`src/rtl/rv_pkg.sv`:
```
// Shared RISC-V core definitions: data width, register-index width and the
// hardwired-zero register index.
package rv_pkg;

  localparam int unsigned XLEN_DEFAULT = 32;
  localparam int unsigned NREG_DEFAULT = 32;
  localparam int unsigned AW_DEFAULT   = $clog2(NREG_DEFAULT);
  localparam int unsigned REG_ZERO     = 0;

  typedef logic [AW_DEFAULT-1:0]   reg_idx_t;
  typedef logic [XLEN_DEFAULT-1:0] xlen_t;

endpackage : rv_pkg

```
`src/rtl/rf_word.sv`:
```
// One architectural register: W-bit flop with write enable and a synchronous
// active-low clear that takes priority over the write.
module rf_word #(
  parameter int unsigned W = 32
) (
  input  logic         clk,
  input  logic         rst,
  input  logic         we,
  input  logic [W-1:0] d,
  output logic [W-1:0] q
);

  always_ff @(posedge clk) begin
    if (!rst) begin
      q <= '0;
    end else if (we) begin
      q <= d;
    end
  end

endmodule : rf_word

```
`src/rtl/register_file.sv`:
```
// Integer register file: two combinational read ports with optional write
// bypass, one synchronous write port, and an unbypassed debug read port.
module register_file
  import rv_pkg::*;
#(
  parameter int unsigned XLEN   = XLEN_DEFAULT,
  parameter int unsigned NREG   = NREG_DEFAULT,
  parameter int unsigned AW     = $clog2(NREG),
  parameter bit          BYPASS = 1'b1
) (
  input  logic            clk,
  input  logic            rst,
  input  logic            wr_en_i,
  input  logic [AW-1:0]   rd_addr_i,
  input  logic [XLEN-1:0] rd_data_i,
  input  logic [AW-1:0]   rs1_addr_i,
  input  logic [AW-1:0]   rs2_addr_i,
  output logic [XLEN-1:0] rs1_data_o,
  output logic [XLEN-1:0] rs2_data_o,
  input  logic [AW-1:0]   dbg_addr_i,
  output logic [XLEN-1:0] dbg_data_o
);

  logic [XLEN-1:0] word_q [NREG];

  // x0 has no storage; it reads as a constant zero.
  assign word_q[0] = '0;

  for (genvar i = 1; i < NREG; i++) begin : g_word
    logic word_we;
    assign word_we = wr_en_i && (rd_addr_i == AW'(i));

    rf_word #(
      .W (XLEN)
    ) u_word (
      .clk (clk),
      .rst (rst),
      .we  (word_we),
      .d   (rd_data_i),
      .q   (word_q[i])
    );
  end

  // Source read ports; bypass forwards write data to a same-cycle read.
  always_comb begin
    rs1_data_o = word_q[rs1_addr_i];
    if (rs1_addr_i == AW'(REG_ZERO)) begin
      rs1_data_o = '0;
    end else if (BYPASS && wr_en_i && (rd_addr_i == rs1_addr_i)) begin
      rs1_data_o = rd_data_i;
    end
  end

  always_comb begin
    rs2_data_o = word_q[rs2_addr_i];
    if (rs2_addr_i == AW'(REG_ZERO)) begin
      rs2_data_o = '0;
    end else if (BYPASS && wr_en_i && (rd_addr_i == rs2_addr_i)) begin
      rs2_data_o = rd_data_i;
    end
  end

  // Debug port always shows the stored (pre-edge) value.
  always_comb begin
    dbg_data_o = word_q[dbg_addr_i];
    if (dbg_addr_i == AW'(REG_ZERO)) begin
      dbg_data_o = '0;
    end
  end

endmodule : register_file
```
`config.mk`:
```
export PLATFORM = sky130hd
export DESIGN_NAME = register_file
export DESIGN_NICKNAME = d
export VERILOG_FILES = /design/src/rtl/rv_pkg.sv /design/src/rtl/rf_word.sv /design/src/rtl/register_file.sv
export SDC_FILE = /design/constraint.sdc
export NUM_CORES = 2
export LEC_CHECK = 0
export CORE_ASPECT_RATIO = 0.7
export CORE_UTILIZATION = 30
export DETAILED_ROUTE_END_ITERATION = 10
export PLACE_DENSITY = 0.41
export SLEW_MARGIN = 20
export SYNTH_ARGS = -nofsm -noshare
export SYNTH_HDL_FRONTEND = slang
export SYNTH_SLANG_ARGS = --single-unit
export TNS_END_PERCENT = 100
```
`constraint.sdc`:
```
create_clock -name clk -period 2.9 [get_ports clk]
set_input_delay 0.58 -clock clk [delete_from_list [all_inputs] [get_ports clk]]
set_output_delay 0.58 -clock clk [all_outputs]
set_load 0.02 [all_outputs]
```
**Word-level counts from Yosys, hierarchy flattened**

Index checks and enable logic that the tools add are counted.

- Flip-flop bits (word level): 992
- Latch bits: 0
- RAM bits: 0
- ROM bits: 0
- Output and inout bits: 96
- Word-level logic and storage cells: 120
- Memories: 0

- Add/subtract/negate cells: 0
- Multipliers: 0
- Div/mod/pow operators: 0
- Order comparisons: 3
- Equal/unequal tests: 33
- Shifts and indexed selects: 0
- Muxes and demuxes: 14
- Bitwise logic cells: 3
- Reduce and logical (&&, ||, !) cells: 36

Operators by type and width:

| operator | count |
|---|---|
| 32-bit binary-select mux with 5-bit select | 3 |
| 32-bit 2-to-1 mux | 11 |
| 5-bit equality test (second input constant) | 16 |
| 5-bit by 4-bit equality test with 1-bit output (second input constant) | 8 |
| 1-bit logical AND | 33 |
| 5-bit by 3-bit equality test with 1-bit output (second input constant) | 4 |
| 6-bit >= comparator (second input constant) | 3 |
| 5-bit inverter with 6-bit output | 3 |
| 5-bit logical NOT | 3 |
| 5-bit by 2-bit equality test with 1-bit output (second input constant) | 2 |
| 5-bit equality test | 2 |
| 5-bit by 1-bit equality test with 1-bit output (second input constant) | 1 |

**Longest topological paths before layout**

- Word-level depth: 6
- Depth in mapped cells: 10
- Mapped depth without buffers: 5

**Modules after synthesis**

From an unflattened synthesis, not the netlist that was laid out.

- Cells, all modules: 5,137
- Area total of the unflattened synthesis: 63,061.7 sq um

Modules (own cells, without submodules):

| module | instances | cells each | area each (sq um) |
|---|---|---|---|
| rf_word | 31 | 103 | 1,243.7 |
| register_file | 1 | 1,944 | 24,507.3 |

**Worst setup path before layout**

Ideal clock, no wire load.

- Path type: input to output
- Start point: input rs2_addr_i[1]
- End point: output rs2_data_o[7]
- Data arrival time: 2.481 ns
- Path slack: -0.161 ns
- Stages on the path: 8
- Buffers on the path: 3
- Cells stage by stage: buf_2 -> buf_4 -> nor3b_1 -> buf_2 -> a21oi_1 -> o21ai_0 -> a21oi_1 -> o41ai_1

- Longest elaborated chain between the ends: 6
- Elaborated cells on any way between the ends: 9

RTL lines:

| element | RTL line | source |
|---|---|---|
| start: declaration | register_file.sv:17 | `input logic [AW-1:0] rs2_addr_i,` |
| 5-bit inverter with 6-bit output (not written as such) | register_file.sv:55 | `rs2_data_o = word_q[rs2_addr_i];` |
| 32-bit binary-select mux with 5-bit select | register_file.sv:55 |  |
| 32-bit 2-to-1 mux (not written as such) (2 in a row) | register_file.sv:55 |  |
| 32-bit 2-to-1 mux | register_file.sv:58 | `end else if (BYPASS && wr_en_i && (rd_addr_i == rs2_addr_i)) begin` |
| 32-bit 2-to-1 mux * | register_file.sv:56 | `if (rs2_addr_i == AW'(REG_ZERO)) begin` |
| end: declaration | register_file.sv:19 | `output logic [XLEN-1:0] rs2_data_o,` |

Every way passes the cells marked *; elsewhere a longest branch is shown, timed or not. The select of a mux whose other input is x is not followed.

**Worst setup path in the final report**

- Start point: input dbg_addr_i[0]
- End point: output dbg_data_o[2]

- Longest elaborated chain between the ends: 5
- Elaborated cells on any way between the ends: 6

RTL lines:

| element | RTL line | source |
|---|---|---|
| start: declaration | register_file.sv:20 | `input logic [AW-1:0] dbg_addr_i,` |
| 5-bit inverter with 6-bit output (not written as such) | register_file.sv:65 | `dbg_data_o = word_q[dbg_addr_i];` |
| 32-bit binary-select mux with 5-bit select | register_file.sv:65 |  |
| 32-bit 2-to-1 mux (not written as such) (2 in a row) | register_file.sv:65 |  |
| 32-bit 2-to-1 mux * | register_file.sv:66 | `if (dbg_addr_i == AW'(REG_ZERO)) begin` |
| end: declaration | register_file.sv:21 | `output logic [XLEN-1:0] dbg_data_o` |

Marked as above.

==> results.yml <==
yosys:
  synthArstFlopShare: 0
  ys_top_cells_by_area: "dfxtp_1 (32%), mux4_2 (18%), nand2_1 (13%)"
  yosys-top-cells-count: "nand2_1 (2115), a21boi_0 (992), dfxtp_1 (992), mux4_2 (509), clkbuf_1 (474)"
  synth-edff-count: 0
  synth.avg_cell_area_sq_um: 9.05
  yosys_warnings: 0
  seq_area_frac_synth: 0.319
  synth_area_sq_mm: 0.0623
  synth_area_leader_cell: "dfxtp_1"
  yosysMostFrequentCell: "nand2_1"
  synthCells: 6885
  ys_types: 51
  synth_nets: 6940
  synth_top_area_share: 0.319
  ys.flop_type: "dfxtp_1"
  ys_ff_latch: 992
grt:
  grt_usage: 0.347
  grt_pass1_wl_um: 508000
  grt_max_degree: 113
  grt-ovfl-total: 0
  first_global_vias: 58500
  antenna_found_initial: 14
worst_hold_path:
  hold_path_startpoint: "rst"
  holdPathStages: 2
  hold_end: "g_word[3].u_word.q[13]"
  hold_path.class: "in -> reg"
route:
  routed_wl_um: 374000
  drc: 0
  vias_per_cell: 5.95
  vias: 63000
  routedWlPerCell_um: 35.3
  drtPass1Iterations: 8
  ant_nets: 0
  drt-initial-drc-count: 8390
worst_setup_path:
  crit_top_cell: "buf_16"
  crit_fanout: 6
  crit_required_ns: 2.32
  reg2reg_from: "g_word[18].u_word.q[26]"
  rrSetupSlack_ns: 1.99
  crit_type: "in -> out"
  crit_chain: "buf_16 > buf_12 > buf_16 > buf_16 > mux4_2 > mux4_2 > nand2_1 > o21ai_1 > buf_4 > buf_12"
  crit_slowest_cell: "mux4_2"
  cp.arrival_ns: 2.77
  worst_setup_path_start_kind: "input pin"
  r2r_cells: 3
  slowest_delay_ns: 0.52
  r2r-end: "g_word[18].u_word.q[26]"
  critPathCaptureType: "output port"
timing:
  post-route-period-util: 1.15
  final-setup-viol-count: 96
  setup_ws_ns: -0.446
  fin_crit_ns: 3.35
  finalHoldViolations: 0
  slew_violations: 0
  worst_pin_slew_ns: 0.766
  maxSlewHeadroom: 0.488
  grt_setup_unrepaired: "true"
  max_clock_freq_ghz: 0.299
  skew_ns: 0
cells_and_area:
  final_layout_size_suffix_gt1_frac: 0.377
  reg_top3: "g_word.u_word.q x992"
  area.growth.synth_to_final_pct: 38.6
  top_register: "g_word.u_word.q"
  largest_reg_flops: 992
  nets: 7800
floorplanning:
  core.rowCount: 139
  dieWidth_um: 547
  start_util: 0.303
  die_y_um: 383
  core-area_sq_mm: 0.206
  dieArea_sq_mm: 0.210
  num_io_pins: 151
power:
  power_mw: 36.7
  leakage_nw: 31.3
  ir_drop_uv: 428
  p_per_area_mw_per_mm2: 425
clock_network:
  clockBufferDepth: 3
  cts_root_buffer: "clkbuf_16"
  clk_pin_slew_ns: 0.06
  cts_tree: "built"
  numCtsBuffers: 112
  clock-sinks: 992
  insertion_delay_ns: 0.76
  htree_levels: 3
placed_design:
  io_buffer_count: 150
  hpwl_um: 253000
  gp_congestion: 0.958
  post-place-ws_ns: -1.17
run_status:
  violations: "setup timing"
  status: "finished with violations"
flow_run:
  maxCapViolCount: 0
## how the worst max path moves through the flow
stage | startpoint | to
after detailed placement | rd_addr_i[4] | rs2_data_o[29]
after global placement | rd_addr_i[1] | rs1_data_o[24]
final | dbg_addr_i[0] | dbg_data_o[2]
after floorplan | rs1_addr_i[2] | rs1_data_o[22]
after global routing | dbg_addr_i[0] | dbg_data_o[22]
after CTS | g_word[15].u_word.q[28] | rs2_data_o[28]
## cell usage in the layout, fill, tap and decap left out, drive strengths merged, types with 26 or more instances in the layout
cell              n
mux4            524
a21oi           155
a22oi           116
nor3             27
dfxtp           992
clkinv           32
nor2b            26
clkbuf          172
a221oi           86
o21ai           137
mux2i           387
nor2            129
nand3            26
nand2          2115
clkdlybuf4s50    32
a21boi          992
a32o             37
o221ai           30
buf            1460
mux2            166
## stage by stage
| step | TNS, ns | util | instance area, sq um | cells | hold WS, ns |
|---|---|---|---|---|---|
| after floorplan | -0.907 | - | 62400 | 6885 | 0.458 |
| after CTS | -27.11 | 0.413 | 84900 | 10500 | 0.231 |
| final | -25.65 | 0.420 | 86400 | 10600 | 0.268 |
| after detailed placement | -89.40 | 0.368 | 75700 | 10100 | 0.483 |
| after global placement | -95.07 | 0.368 | 75700 | 10100 | 0.474 |
| after global routing | -27.66 | 0.420 | 86400 | 10600 | 0.260 |
## final cells by class
| type | instances | area [sq um] |
|---|---|---|
| multi-input combinational | 5105 | 41400 |
| tap | 2749 | 3440 |
| fill | 19900 | 119000 |
| inverter | 27 | 134 |
| sequential | 992 | 20100 |
| antenna | 3 | 7.51 |
| clock inverter | 44 | 592 |
| clock buffer | 164 | 3310 |
| timing repair buffer | 1507 | 17400 |
## worst max-delay path, delay by kind of cell
family / cells / cell delay, ns
multiplexers: 2 / 1.02
buffers and inverters: 6 / 0.93
AND/OR/NAND/NOR: 1 / 0.08
AO/OA/AOI/OAI: 1 / 0.08
## power by group
group | internal, mW | switching [mW]
Clock | 9.12 | 6.78
Sequential | 13.7 | 0.103
Combinational | 2.98 | 3.98
## cells by family (layout without fill, tap and decap cells)
kind of cell | after synthesis | in the layout | synth area share
AO/OA/AOI/OAI | 1670 | 1670 | 0.194
XOR/XNOR | 10 | 10 | 0.00140
buffers and inverters | 788 | 1742 | 0.0592
flip-flops | 992 | 992 | 0.319
multiplexers | 1077 | 1077 | 0.283
other | 0 | 3 | 0
AND/OR/NAND/NOR | 2348 | 2348 | 0.145
## metal layers
layer | vias up | share of wire | global-route usage | routed length (um)
met1 | 32100 | 0.43 | 0.488 | 160000
met3 | 748 | 0.11 | 0.0845 | 39700
met4 | 8 | 0.049 | 0.149 | 18300
li1 | 26400 | - | - | -
met5 | - | 0.00079 | 0.00855 | 297
met2 | 3774 | 0.42 | 0.501 | 155000
## repair_timing
item | 4_1_cts | 5_1_grt
buffers inserted | 199 | 72
pin swaps | 141 | 112
setup endpoints to repair | 96 | 96
endpoints found under the hold margin | 0 | 0
gates resized for setup | 1123 | 308
hold buffers | 0 | 0
cloned | 21 | 4
(Power assumes the default switching activity.)
